File: config.mk
export PLATFORM = sky130hd
export DESIGN_NAME = i2c_tx_fifo
export DESIGN_NICKNAME = d
export VERILOG_FILES = /design/src/rtl/i2c_tx_fifo.sv
export SDC_FILE = /design/constraint.sdc
export NUM_CORES = 1
export LEC_CHECK = 0
export BUFFER_PORTS_ARGS = -buffer_cell sky130_fd_sc_hd__buf_2
export CORE_ASPECT_RATIO = 1.5
export CORE_MARGIN = 1.5
export CORE_UTILIZATION = 65
export DETAILED_ROUTE_END_ITERATION = 10
export PLACE_DENSITY = 0.84
export SLEW_MARGIN = 10
export SYNTH_ARGS = -nofsm -noshare
export SYNTH_HDL_FRONTEND = slang
export SYNTH_SLANG_ARGS = --single-unit
File: constraint.sdc
create_clock -name clk -period 7.71 [get_ports clk]
set_input_delay 0.3855 -clock clk [delete_from_list [all_inputs] [get_ports clk]]
set_output_delay 0.3855 -clock clk [all_outputs]
set_load 0.03 [all_outputs]
File: src/rtl/i2c_tx_fifo.sv
// i2c_tx_fifo: synchronous first-word-fall-through byte FIFO feeding i2c_slave.
// The head byte is always presented on fifo_dout, and fifo_rd_en acknowledges it.
// Occupancy is held in its own register, and all status outputs decode from it.
module i2c_tx_fifo #(
   parameter int DEPTH     = 16,
   parameter int DATA_W    = 8,
   parameter int AE_THRESH = 2
) (
   input  logic                     clk,
   input  logic                     rst,
   input  logic                     wr_en,
   input  logic [DATA_W-1:0]        wr_data,
   output logic                     full,
   output logic                     almost_empty,
   output logic [$clog2(DEPTH):0]   count,
   output logic                     fifo_valid,
   output logic [DATA_W-1:0]        fifo_dout,
   input  logic                     fifo_rd_en,
   input  logic                     flush,
   output logic                     overflow,
   output logic                     underflow,
   input  logic                     clr_err
);

   localparam int AW = $clog2(DEPTH);
   localparam int CW = AW + 1;

   logic [DATA_W-1:0] mem [DEPTH];
   logic [AW-1:0]     rd_ptr;
   logic [AW-1:0]     wr_ptr;
   logic              pop;
   logic              push;
   logic              ovf_evt;
   logic              unf_evt;

   // Status outputs are plain decodes of the count register.
   assign full         = (count == CW'(DEPTH));
   assign almost_empty = (count <= CW'(AE_THRESH));
   assign fifo_valid   = (count != '0);
   assign fifo_dout    = fifo_valid ? mem[rd_ptr] : '0;

   // A pop needs a valid head. A push into a full FIFO is allowed only when
   // the head leaves in the same cycle. flush suppresses both operations and
   // both error events.
   assign pop     = fifo_rd_en && fifo_valid && !flush;
   assign push    = wr_en && (!full || (fifo_rd_en && fifo_valid)) && !flush;
   assign ovf_evt = wr_en && full && !fifo_rd_en && !flush;
   assign unf_evt = fifo_rd_en && !fifo_valid && !flush;

   // Storage write. The memory has no reset and only its contents at pushed
   // slots are ever observed.
   always_ff @(posedge clk) begin
      if (push && !rst)
         mem[wr_ptr] <= wr_data;
   end

   // Pointers and occupancy. flush returns to empty without touching flags.
   always_ff @(posedge clk) begin
      if (rst || flush) begin
         rd_ptr <= '0;
         wr_ptr <= '0;
         count  <= '0;
      end else begin
         if (pop)  rd_ptr <= rd_ptr + AW'(1);
         if (push) wr_ptr <= wr_ptr + AW'(1);
         if (push && !pop)      count <= count + CW'(1);
         else if (pop && !push) count <= count - CW'(1);
      end
   end

   // Sticky error flags. A new event in the clr_err cycle wins over the clear.
   always_ff @(posedge clk) begin
      if (rst) begin
         overflow  <= 1'b0;
         underflow <= 1'b0;
      end else begin
         if (ovf_evt)      overflow <= 1'b1;
         else if (clr_err) overflow <= 1'b0;
         if (unf_evt)      underflow <= 1'b1;
         else if (clr_err) underflow <= 1'b0;
      end
   end

endmodule
### After elaboration in Yosys (flattened, before gate mapping)

Memory sizes are Yosys's and may differ from the RTL's. A register that Yosys moved wholly into a read port is not among the register bits.
Index checks and enable logic that the tools add are counted.
Widths: inputs -> output; s select.

* register bits: 15
* latch bits: 0
* bits in writable memories: 128
* ROM bits: 0
* bits of input ports: 14
* output and inout port bits: 18
* logic and storage cells: 47
* memories kept: 1

Memory list
* mem: depth 16, width 8, read ports 1, clocked after Yosys merged registers in 1, wr ports 1, RTL line 28 `logic [DATA_W-1:0] mem [DEPTH];`

* add/sub/neg operators: 4
* multiply operators: 0
* div/mod/pow operators: 0
* magnitude comparators: 1
* equality and inequality tests: 1
* shifts and indexed selects: 0
* multiplexer cells: 10
* bitwise gates (word level): 0
* reductions and logical operators: 25

Operators by type and width (count)
* $logic_and 1x1->1: 12
* $mux 5: 2
* $add 4x1->4 const B: 2
* $mux 4: 2
* $mux 8: 1
* $logic_not 1->1: 7
* $reduce_bool 2->1: 3
* $add 5x1->5 const B: 1
* $eq 5x5->1 const B: 1
* $le 5x2->1 const B: 1
* $mux 1: 5
* $reduce_bool 5->1: 1
* $sub 5x1->5 const B: 1
* $logic_or 1x1->1: 2

### Longest topological paths before layout

Gate-level depths: netlist of run 1.

* depth in word-level cells: 9
* gate-level depth with buffers: 12
* gate-level depth less buffers: 10

### Worst setup path before layout of run 1

Ideal clock, no wire load.

* path kind: register -> register
* from: register count[0]
* to: register count[3]
* setup time: 122 ps
* arrival time: 2915 ps
* required time: 7588 ps
* path slack: 4673 ps
* stages on the path, launching flop included: 13
* path buffers: 2
* clock period less this slack: 3037 ps
* cell sequence: dfxtp_1 > or4_1 > buf_4 > o31ai_4 > buf_4 > inv_1 > ha_1 > inv_1 > ha_1 > a21o_1 > a21oi_1 > nor4_1 > a311o_1

* longest elaborated chain between the ends: 8
* elaborated cells on any way between the ends: 17
* classes of those cells: add/sub (2); eq/ne (1); mux (2); reduce/logical (12)

RTL lines
* from (decl): RTL line 15 `output logic [$clog2(DEPTH):0] count,`
* from (signal assigned): RTL line 66 `if (push && !pop) count <= count + CW'(1);`
* from (signal assigned): RTL line 67 `else if (pop && !push) count <= count - CW'(1);`
* $eq 5x5->1 / $reduce_bool 5->1 (equally long branches): RTL line 37, 39
* $logic_not 1->1 / $logic_and 1x1->1 (equally long branches): RTL line 46 `assign push = wr_en && (!full || (fifo_rd_en && fifo_valid)) && !flush;`
* $logic_or 1x1->1 *: RTL line 46
* $logic_and 1x1->1 * (2 in series): RTL line 46
* via push: RTL line 32 `logic push;`
* $logic_not 1->1: RTL line 67
* $logic_and 1x1->1: RTL line 67
* $reduce_bool 2->1 (no source line)

Mark *: on every way through the listed nets, which the timed path passes. The rest lies on a longest branch. The select of a mux whose other input is x is not followed.
A chain may end at the register's enable or synchronous reset.

### Worst setup path in the final report of run 1

Ends and elaborated chain as after synthesis.

==> results of run 1 <==
-- sequential cells by signal, indices dropped and copies added (netlist names), named ones only --
name       cells
rd_ptr         4
overflow       1
count          5
underflow      1
wr_ptr         4
mem          128
-- cell usage in the layout (no fill, tap or decap), types with 2 or more instances in the layout --
cell type     n
edfxtp_1    128
mux4_2       32
buf_2        31
clkbuf_16    23
dfxtp_1      18
a211oi_1     17
buf_4        17
nor2_1       16
nor2b_1      11
mux2i_1      11
nor3_1       10
ha_1          9
inv_1         8
a21oi_1       7
nand2b_1      6
nor4_1        6
xor2_1        4
nand2_1       2
xnor2_1       2
o211ai_1      2
or3_1         2
nand3_1       2
clkinv_2      2
clkinvlp_4    2
-- power by group through the flow --
stage / logic (mW) / clock network [mW] / registers (mW)
finish: 0.0990 / 0.877 / 0.873
global route: 0.107 / 0.924 / 0.873
CTS: 0.0991 / 0.887 / 0.872
detailed placement: 0.0980 / 0 / 0.889
global placement: 0.0943 / 0 / 0.888
floorplan: 0.0614 / 0 / 0.893
-- worst max path at each step --
stage	startpoint	to	slack (ns)	cells past startpoint
after floorplan	count[0]	count[3]	4.67	12
after global placement	count[0]	count[3]	4.56	10
after detailed placement	count[0]	count[3]	4.42	10
after CTS	register	fifo_dout[2]	4.37	5
after global routing	count[0]	count[3]	4.20	10
final	count[0]	count[3]	4.41	10
-- logic make-up after synthesis --
logic type                 Yosys count  share of synthesized area, %
muxes                               43                          13.9
adders and majority gates           10                          2.21
buffers and inverters               29                          2.19
and+or+nand+nor                     62                          5.61
DFF                                147                          70.5
xor gates and xnor gates             6                         0.876
AOI/OAI and AO/OA                   36                          4.80
-- area by class of cell --
class	instances	area [um^2]
Sequential cell	147	4230
Fill cell	434	1890
Multi-Input combinational cell	157	1650
Clock buffer	25	593
Timing Repair Buffer	48	283
Tap cell	110	138
Clock inverter	7	72.6
Inverter	8	30.0
-- per-layer routing --
layer  up-vias  global-route usage (%)
met1      1631                    32.5
met4         2                    11.5
li1       1434                       -
met3        36                    8.83
met2       141                    47.8
met5         -                       0
==> insert_results.sql, run 1 <==
INSERT INTO impl_metrics (metric_group, metric, value, unit) VALUES
('power', 'vdd_drop_max', '0.211', 'mV'),
('logic_synthesis', 'postSynthRegisterBits', '147', ''),
('cts', 'tritoncts', 'done', ''),
('logic_synthesis', 'synthMostInstantiatedCell', 'edfxtp_1', ''),
('global_route', 'grt_use_total', '28.2', '%'),
('critical_path', 'timing.critical_path.slowest_stage_cell', 'or4_1', ''),
('hold_path', 'holdCritStartpoint', 'rst', ''),
('floorplan', 'floorplan.die_area', '9820', 'um^2'),
('logic_synthesis', 'mappedNetlistArea', '6000', 'um^2'),
('hold_path', 'whs_endpoint', 'overflow', ''),
('global_route', 'grt_remaining_overflow', '0', ''),
('cts', 'clk_pin_slew', '0.06', 'ns'),
('cts', 'cts-root-to-sink-buffers', '2', ''),
('power', 'finalPower', '1.85', 'mW'),
('placed_design', 'finalWeightedCongestion', '0.751', ''),
('detailed_routing', 'dr_wl_met3', '643', 'um'),
('timing', 'final_min_period_over_clock_period', '42.8', '%'),
('timing', 'final_period_minus_worst_setup_slack', '3.30', 'ns'),
('power', 'p_clk_share', '47.4', '%'),
('run', 'max_cap_viol_count', '0', ''),
('cts', 'cts_resized', '0', ''),
('critical_path', 'timing_worst_setup_path_type', 'register to register', ''),
('power', 'power_frac_seq', '47.2', '%'),
('floorplan', 'horizontal_die_dimension', '81.4', 'um'),
('timing', 'headroom_to_the_max_slew_limit', '26.2', '%'),
('timing', 'worst_setup_skew_after_layout', '0.00678', 'ns'),
('critical_path', 'cp_top_family', 'compound AO/OA/AOI/OAI gates', ''),
('timing', 'final_worst_setup_slack', '4.41', 'ns'),
('hold_path', 'holdCritPathClass', 'input pin to register', ''),
('power', 'switching_share', '20.6', '%'),
('logic_synthesis', 'yosys_warnings', '0', ''),
('timing', 'setup_violations', '0', ''),
('placed_design', 'place_hpwl', '7180', 'um'),
('timing', 'worst_hold_slack', '0.263', 'ns'),
('power', 'powerDensity', '265', 'nW/um^2'),
('finish', 'insertedDiodeCount', '0', ''),
('critical_path', 'timing.critical_path.cells', 'or4_1 > o31ai_4 > inv_1 > ha_1 > inv_1 > ha_1 > a21o_1 > a21oi_1 > nor4_1 > a311o_1', ''),
('power', 'power.net_switching', '0.381', 'mW'),
('detailed_routing', 'routed-via-count', '3244', ''),
('cts', 'h-tree-depth', '4', ''),
('finish', 'layout-area-overhead-vs-synth', '16.5', '%'),
('critical_path', 'timing.critical_path.arrival', '3.60', 'ns'),
('global_route', 'antenna_violations_before_repair', '1', ''),
('global_route', 'grt_start_max_net_pins', '33', ''),
('logic_synthesis', 'syn_avg_cell_area', '18.0', 'um^2'),
('timing', 'timing_max_transition_violations_final', '0', ''),
('floorplan', 'fp-row-count', '42', ''),
('hold_path', 'timing.hold.worst_path_depth', '2', ''),
('detailed_routing', 'routed_via_density', '6.46', ''),
('status', 'outcome', 'finished, final reports clean', ''),
('logic_synthesis', 'postSynth.asyncResetShare', '0', '%'),
('timing', 'rsz0062_at_grt', 'false', ''),
('critical_path', 'worstSetupEndpointType', 'register', ''),
('logic_synthesis', 'synth.yosys.seq_area_share', '70.5', '%'),
('detailed_routing', 'drt_first_iter_violations', '281', ''),
('logic_synthesis', 'mappedNetlistNets', '357', ''),
('cts', 'numClockSinks', '147', ''),
('cts', 'clock_insertion_delay_worst_skew', '0.41', 'ns'),
('placed_design', 'dp_slack', '4.42', 'ns'),
('floorplan', 'floorplan.initialDensity', '67.5', '%'),
('cts', 'ctsHoldBuffers', '0', ''),
('logic_synthesis', 'yosysTopAreaCellShare', '64.1', '%'),
('timing', 'timing.final.hold_violations', '0', ''),
('detailed_routing', 'route.antenna.remaining_nets', '0', ''),
('global_route', 'first_global_vias', '3385', ''),
('detailed_routing', 'top_layer_used', 'met5', ''),
('floorplan', 'die_h', '121', 'um'),
('logic_synthesis', 'netlist_top_cells_area', 'edfxtp_1 (64%), mux4_2 (12%), dfxtp_1 (6.3%)', ''),
('finish', 'final_area', '6990', 'um^2'),
('detailed_routing', 'drcViolationCount', '0', ''),
('finish', 'fin_nets', '403', '');
(Power assumes the default switching activity.)
==> run 2: changes to the inputs <==
Settings changed: ABC_AREA from default to 1, CORE_UTILIZATION 65 to 61, PLACE_DENSITY 0.84 to 0.79.
Clock period 7.71 ns to 3.1 ns, I/O delays scaled along.
==> run 2 against run 1 <==
  * The run now ends with DRC left
  * Critical path depth fell by 1
  * Critical endpoint is now fifo_dout[4]
  * Highest routed layer is now met4
  * Synthesized area rose by 3.3%
  * Power increased by 140%
==> insert_results.sql, run 2 <==
INSERT INTO impl_metrics (metric_group, metric, value, unit) VALUES
('logic_synthesis', 'postSynth.asyncResetShare', '0', '%'),
('timing', 'setup_violations', '0', ''),
('logic_synthesis', 'syn_avg_cell_area', '10.9', 'um^2'),
('logic_synthesis', 'synthDistinctLibCells', '24', ''),
('timing', 'final_period_minus_worst_setup_slack', '2.64', 'ns'),
('detailed_routing', 'route.antenna.remaining_nets', '0', ''),
('critical_path', 'worstSetupEndpointType', 'output port', ''),
('cts', 'clock_insertion_delay_worst_skew', '0.41', 'ns'),
('finish', 'fillCellCount', '682', ''),
('logic_synthesis', 'dominant_combinational_cell_family_by_area_after_synthesis', 'simple AND/OR/NAND/NOR gates', ''),
('cts', 'tritoncts', 'done', ''),
('global_route', 'grt_first_pass_wirelength', '21400', 'um'),
('power', 'leakage_component_of_the_power', '2.67', 'nW'),
('timing', 'worst_setup_skew_after_layout', '0.00660', 'ns'),
('global_route', 'grt_start_max_net_pins', '44', ''),
('finish', 'layout-area-overhead-vs-synth', '12.2', '%'),
('placed_design', 'dp_slack', '0.811', 'ns'),
('global_route', 'global_route.usage.met1', '31.0', '%'),
('detailed_routing', 'drcViolationCount', '3', ''),
('power', 'powerDensity', '626', 'nW/um^2'),
('finish', 'insertedDiodeCount', '0', ''),
('finish', 'top_reg_by_flops', 'mem', ''),
('logic_synthesis', 'synth-xor-area-share', '0.848', '%'),
('cts', 'cts-root-to-sink-buffers', '2', ''),
('global_route', 'groute.layer.met3.usage', '6.51', '%'),
('global_route', 'first_global_vias', '4206', ''),
('cts', 'cts_resized', '0', ''),
('detailed_routing', 'routed_via_density', '5.85', ''),
('logic_synthesis', 'yosys-mux-area-fraction', '0', '%'),
('detailed_routing', 'routed-via-count', '4266', ''),
('placed_design', 'finalWeightedCongestion', '0.872', ''),
('timing', 'headroom_to_the_max_slew_limit', '20.2', '%'),
('floorplan', 'floorplan.initialDensity', '63.2', '%'),
('floorplan', 'die_h', '126', 'um'),
('critical_path', 'r2r_slack', '0.80', 'ns'),
('logic_synthesis', 'synthMostInstantiatedCell', 'nand2_1', ''),
('global_route', 'grt_remaining_overflow', '0', ''),
('detailed_routing', 'drt_first_iter_violations', '510', ''),
('timing', 'tightest_slew', '1.20', 'ns'),
('timing', 'timing.final.hold_violations', '0', ''),
('floorplan', 'horizontal_die_dimension', '85.3', 'um'),
('detailed_routing', 'routedWlPerCell', '18.7', 'um'),
('run', 'max_cap_viol_count', '0', ''),
('logic_synthesis', 'ys_top_cells_by_count', 'nand2_1 (191), edfxtp_1 (128), nand3_1 (104)', ''),
('cts', 'numCtsBuffers', '17', ''),
('finish', 'layout.cells.most_common', 'nand2_1', ''),
('global_route', 'grt_use_total', '27.0', '%'),
('critical_path', 'worstSetupStartpointType', 'register', ''),
('finish', 'final-seq-area', '4230', 'um^2'),
('critical_path', 'cp.required', '2.94', 'ns'),
('global_route', 'busiest_layer', 'met2', ''),
('cts', 'cts_root_buffer', 'clkbuf_16', ''),
('floorplan', 'design.portCount', '32', ''),
('finish', 'fin_nets', '625', ''),
('logic_synthesis', 'synth_simple_gate_area_share', '22.2', '%'),
('logic_synthesis', 'yosys.area_share.adder', '2.14', '%'),
('logic_synthesis', 'postSynthRegisterBits', '147', ''),
('status', 'violations', 'DRC', ''),
('timing', 'final_min_period_over_clock_period', '85.0', '%'),
('timing', 'timing_max_transition_violations_final', '0', ''),
('logic_synthesis', 'yosys_warnings', '0', ''),
('status', 'outcome', 'complete, but fails checks', ''),
('logic_synthesis', 'yosysTopAreaCellShare', '62.1', '%'),
('cts', 'clk_pin_slew', '0.06', 'ns'),
('logic_synthesis', 'netlist.top_cell.by_area', 'edfxtp_1', ''),
('logic_synthesis', 'synth_edf_count', '128', ''),
('logic_synthesis', 'synth_compound_area_share', '2.38', '%'),
('timing', 'final_worst_setup_slack', '0.464', 'ns'),
('timing', 'rsz0062_at_grt', 'false', ''),
('placed_design', 'place_hpwl', '8600', 'um'),
('floorplan', 'floorplan.die_area', '10800', 'um^2'),
('floorplan', 'placeable_area', '9800', 'um^2'),
('detailed_routing', 'dr.pass1.iters', '9', ''),
('finish', 'number_of_flip_flops_in_the_largest_register', '128', ''),
('hold_path', 'holdCritPathClass', 'input pin to register', ''),
('logic_synthesis', 'synth.yosys.seq_area_share', '68.2', '%'),
('timing', 'worst_hold_slack', '0.0152', 'ns'),
('global_route', 'antenna_violations_before_repair', '0', ''),
('critical_path', 'timing_worst_setup_path_type', 'register to output port', ''),
('timing', 'fin_tns_setup', '0', 'ns'),
('power', 'vdd_drop_max', '0.452', 'mV'),
('logic_synthesis', 'netlist_top_cells_area', 'edfxtp_1 (62%), nand2_1 (12%), nand3_1 (8.4%)', ''),
('finish', 'layout.cells.most_common_list', 'nand2_1 (191), edfxtp_1 (128), nand3_1 (104)', ''),
('logic_synthesis', 'mappedNetlistNets', '594', ''),
('finish', 'multi_input_area', '1710', 'um^2'),
('logic_synthesis', 'synth_flop_cell', 'edfxtp_1', ''),
('finish', 'final_layout_size_suffix_gt1_share', '11.4', '%'),
('logic_synthesis', 'post_synth_inst_count', '570', ''),
('logic_synthesis', 'mappedNetlistArea', '6190', 'um^2'),
('detailed_routing', 'drt-total-wl', '13600', 'um'),
('placed_design', 'place.port_buffers', '31', ''),
('cts', 'h-tree-depth', '4', ''),
('finish', 'largest_registers', 'mem (128), count (5)', ''),
('cts', 'numClockSinks', '147', ''),
('power', 'finalPower', '4.35', 'mW'),
('floorplan', 'fp-row-count', '44', ''),
('timing', 'max_freq', '379', 'MHz'),
('global_route', 'global_route.usage.met2', '47.2', '%'),
('critical_path', 'crit_fanout', '42', ''),
('critical_path', 'timing.critical_path.arrival', '2.48', 'ns');
run 2: cell count changes after synthesis, moves of 15 or more:
cell      change
nand3_1     +102
nand2_1     +189
mux4_2       -32
a211oi_1     -17
inv_1        +15
a21oi_1      +15
run 2: final cells by class:
class,count,share of cell area [%]
Clock inverter,7,0.666
Multi-Input combinational cell,373,24.6
Timing Repair Buffer,36,2.99
Inverter,26,1.40
Clock buffer,25,7.45
Tap cell,115,2.07
Sequential cell,147,60.8
run 2: kinds of logic after synthesis:
group / Yosys count
XOR/XNOR: 6
AO/OA/AOI/OAI: 29
buffers and inverters: 50
adder cells (fa/ha/maj): 10
flip-flops: 147
AND/OR/NAND/NOR: 328
run 2: timing repair:
item / in CTS / in global routing
buffers inserted: 0 / 0
hold buffers: 1 / 0
hold endpoints to repair: 2 / 0
run 2: per-layer routing:
layer / vias to the layer above / wire length (um)
met4: 0 / 523
met2: 206 / 7190
met1: 1998 / 4890
met5: - / 0
met3: 42 / 996
li1: 2020 / -
run 2: worst paths after layout:
check             cells after the start     start      endpoint
hold reg to reg                       2  overflow      overflow
hold / removal                        4   clr_err      overflow
setup reg to reg                     13  count[2]      count[3]
setup / recovery                      9  register  fifo_dout[4]
run 2: report_power, final:
part | switching [mW] | total [mW] | internal (mW) | leakage [nW]
sequential | 0.0124 | 2.17 | 2.16 | 1.31
combinational | 0.203 | 0.278 | 0.0742 | 1.09
clock | 0.738 | 1.90 | 1.16 | 0.278
total | 0.954 | 4.35 | 3.40 | 2.67
run 2: per-stage QoR:
stage / std cells / utilization, % / instance area, um^2
6_report: 729 / 70.9 / 6950
3_3_place_gp: 696 / 65.1 / 6370
3_5_place_dp: 696 / 65.1 / 6370
4_1_cts: 729 / 70.9 / 6950
2_1_floorplan: 570 / - / 6190
5_1_grt: 729 / 70.9 / 6950
run 2: critical path, stage by stage (launching register included):
cell and delay, ns:
dfxtp_2 0.45, inv_2 0.40, buf_12 0.28, nand2_1 0.09, nand3_1 0.09, nand3_1 0.14
nand2_1 0.09, nand2_1 0.10, a21oi_1 0.18, buf_2 0.23
==> run 3: changes to the inputs <==
Settings changed: REMOVE_ABC_BUFFERS from default to 1.
Clock period 3.1 ns to 2.92 ns, I/O delays scaled along.
==> run 3 against run 2 <==
  * The flow now finishes without violations
  * Setup slack got worse by 0.13 ns
  * Clock power increased by 24%
  * Wire length fell by 0.62%
  * Non-clock buffer count increased by 11
  * Power increased by 14%
  * Cell count up 1.5%
  * Register-to-register slack worse by 0.25 ns
  * Worst hold slack improved by 0.052 ns
  * Critical path depth down 1
  * Die area stayed put
  * Final area up 2.5%
  * Largest cell class unchanged
==> insert_results.sql, run 3 (synthesis results as in run 2) <==
INSERT INTO impl_metrics (metric_group, metric, value, unit) VALUES
('global_route', 'grt_remaining_overflow', '0', ''),
('cts', 'clk_pin_slew', '0.05', 'ns'),
('cts', 'tritoncts', 'done', ''),
('floorplan', 'placeable_area', '9800', 'um^2'),
('critical_path', 'worstSetupEndpointType', 'output port', ''),
('timing', 'rsz0062_at_grt', 'false', ''),
('critical_path', 'cp_common_cell', 'nand2_1', ''),
('finish', 'layout-area-overhead-vs-synth', '15.0', '%'),
('placed_design', 'finalWeightedCongestion', '0.876', ''),
('finish', 'fillCellCount', '644', ''),
('detailed_routing', 'drt_first_iter_violations', '556', ''),
('finish', 'top_reg_by_flops', 'mem', ''),
('critical_path', 'worstSetupStartpointType', 'register', ''),
('finish', 'fin_nets', '636', ''),
('global_route', 'grt_start_max_net_pins', '49', ''),
('run', 'max_cap_viol_count', '0', ''),
('critical_path', 'timing_worst_setup_path_type', 'register to output port', ''),
('detailed_routing', 'drcViolationCount', '0', ''),
('finish', 'multi_input_area', '1710', 'um^2'),
('global_route', 'grt_use_total', '26.7', '%'),
('finish', 'number_of_flip_flops_in_the_largest_register', '128', ''),
('critical_path', 'timing.critical_path.slowest_stage_cell', 'dfxtp_2', ''),
('floorplan', 'floorplan.die_area', '10800', 'um^2'),
('placed_design', 'place_hpwl', '8400', 'um'),
('power', 'vdd_drop_max', '0.448', 'mV'),
('critical_path', 'timing.critical_path.cells', 'buf_4 > nand2_1 > nand3_1 > nand3_1 > nand2_1 > nand2_1 > a21oi_1 > buf_2', ''),
('detailed_routing', 'routed-via-count', '4321', ''),
('critical_path', 'critical_path.n_buffers_inverters', '2', ''),
('timing', 'worst_setup_skew_after_layout', '0.00502', 'ns'),
('placed_design', 'place.port_buffers', '31', ''),
('finish', 'layout.cells.most_common', 'nand2_1', ''),
('power', 'switching_share', '20.3', '%'),
('global_route', 'first_global_vias', '4305', ''),
('power', 'p_clk_share', '47.4', '%'),
('cts', 'clock_insertion_delay_worst_skew', '0.42', 'ns'),
('power', 'internal_cell_power', '3.95', 'mW'),
('power', 'leakage_component_of_the_power', '2.77', 'nW'),
('timing', 'fin_tns_setup', '0', 'ns'),
('critical_path', 'timing.critical_path.arrival', '2.44', 'ns'),
('finish', 'largest_registers', 'mem (128), count (5)', ''),
('global_route', 'antenna_violations_before_repair', '0', ''),
('power', 'power_frac_seq', '46.6', '%'),
('power', 'power.net_switching', '1.00', 'mW'),
('finish', 'final_area', '7120', 'um^2'),
('critical_path', 'critical_path.max_stage_delay', '0.64', 'ns'),
('floorplan', 'design.portCount', '32', ''),
('critical_path', 'worst_r2r_startpoint', 'count[2]', ''),
('critical_path', 'cp_top_family', 'buffers and inverters', ''),
('timing', 'max_freq', '386', 'MHz'),
('hold_path', 'holdCritStartpoint', 'flush', ''),
('detailed_routing', 'routed_via_density', '5.84', ''),
('timing', 'final_period_minus_worst_setup_slack', '2.59', 'ns'),
('critical_path', 'crit_fanout', '40', ''),
('cts', 'numClockSinks', '147', ''),
('floorplan', 'horizontal_die_dimension', '85.3', 'um'),
('detailed_routing', 'route.antenna.remaining_nets', '0', ''),
('timing', 'timing_max_transition_violations_final', '0', ''),
('status', 'outcome', 'finished, final reports clean', ''),
('floorplan', 'floorplan.initialDensity', '63.2', '%'),
('cts', 'cts-root-to-sink-buffers', '2', ''),
('cts', 'post_cts_buffers', '0', ''),
('global_route', 'grt_first_pass_wirelength', '21300', 'um'),
('finish', 'insertedDiodeCount', '0', ''),
('timing', 'timing.final.hold_violations', '0', ''),
('cts', 'cts_root_buffer', 'clkbuf_16', ''),
('finish', 'final_layout_size_suffix_gt1_share', '12.6', '%'),
('timing', 'headroom_to_the_max_slew_limit', '23.3', '%'),
('detailed_routing', 'dr.pass1.iters', '5', ''),
('detailed_routing', 'routedWlPerCell', '18.3', 'um'),
('finish', 'final-seq-area', '4230', 'um^2'),
('cts', 'h-tree-depth', '4', ''),
('floorplan', 'die_h', '126', 'um'),
('hold_path', 'holdCritPathClass', 'input pin to register', ''),
('placed_design', 'dpl_cell_area', '6440', 'um^2'),
('timing', 'final_min_period_over_clock_period', '88.7', '%'),
('timing', 'setup_violations', '0', ''),
('floorplan', 'fp-row-count', '44', ''),
('timing', 'worst_hold_slack', '0.0675', 'ns'),
('power', 'power_frac_comb', '6.0', '%'),
('critical_path', 'cp.required', '2.77', 'ns'),
('finish', 'layout.cells.most_common_list', 'nand2_1 (191), edfxtp_1 (128), nand3_1 (104)', ''),
('timing', 'tightest_slew', '1.15', 'ns'),
('power', 'powerDensity', '695', 'nW/um^2'),
('cts', 'numCtsBuffers', '17', ''),
('detailed_routing', 'drt-total-wl', '13500', 'um');
[run 3: cell types whose count changed in the layout (fill, tap and decap cells not counted), moves of 2 or more]
| cell | previous run | this run |
|---|---|---|
| buf_4 | 3 | 12 |
| bufinv_16 | 0 | 5 |
| clkbuf_1 | 4 | 1 |
| clkbuf_16 | 19 | 17 |
| clkinv_1 | 1 | 4 |
| dlygate4sd3_1 | 1 | 3 |
[run 3: area by class of cell]
| type | instances | share of cell area, % |
|---|---|---|
| Clock inverter | 11 | 2.53 |
| Tap cell | 115 | 2.02 |
| Clock buffer | 21 | 6.60 |
| Sequential cell | 147 | 59.3 |
| Multi-Input combinational cell | 373 | 24.0 |
| Timing Repair Buffer | 47 | 4.15 |
| Inverter | 26 | 1.37 |
[run 3: per-stage QoR]
stage	setup WS [ns]	utilization, %	power, mW	cells
global route	0.156	72.7	5.07	740
floorplan	0.170	-	2.53	546
finish	0.330	72.7	4.95	740
CTS	0.307	72.7	4.96	740
global placement	0.750	65.7	2.63	705
detailed placement	0.532	65.7	2.64	705
[run 3: repair_timing]
action	4_1_cts	5_1_grt
hold buffers	3	0
hold endpoints to repair	2	0
gates resized for setup	0	0
[run 3: final timing paths]
| kind | to | slack, ns | depth (start not counted) |
|---|---|---|---|
| worst max register to register | count[3] | 0.55 | 13 |
| worst min register to register | underflow | 0.47 | 2 |
| worst min-delay path | underflow | 0.07 | 4 |
| worst max-delay path | fifo_dout[1] | 0.33 | 8 |
[run 3: per-layer routing]
layer / global-route usage, % / vias up / routed length, um
met1: 31.2 / 2049 / 4830
met5: 0 / - / 0
met3: 5.99 / 30 / 942
met4: 13.5 / 0 / 412
met2: 46.1 / 206 / 7330
li1: - / 2036 / -
[run 3: power by group through the flow]
stage	registers, mW	clock network [mW]	logic, mW
after detailed placement	2.35	0	0.292
after floorplan	2.36	0	0.168
after global routing	2.31	2.44	0.326
after global placement	2.35	0	0.280
final	2.31	2.35	0.297
after CTS	2.31	2.35	0.298
[run 3: worst min-delay path, stage by stage]
cell     delay, ns
buf_2         0.10
nor2_1        0.07
nand2_1       0.07
a21oi_1       0.05
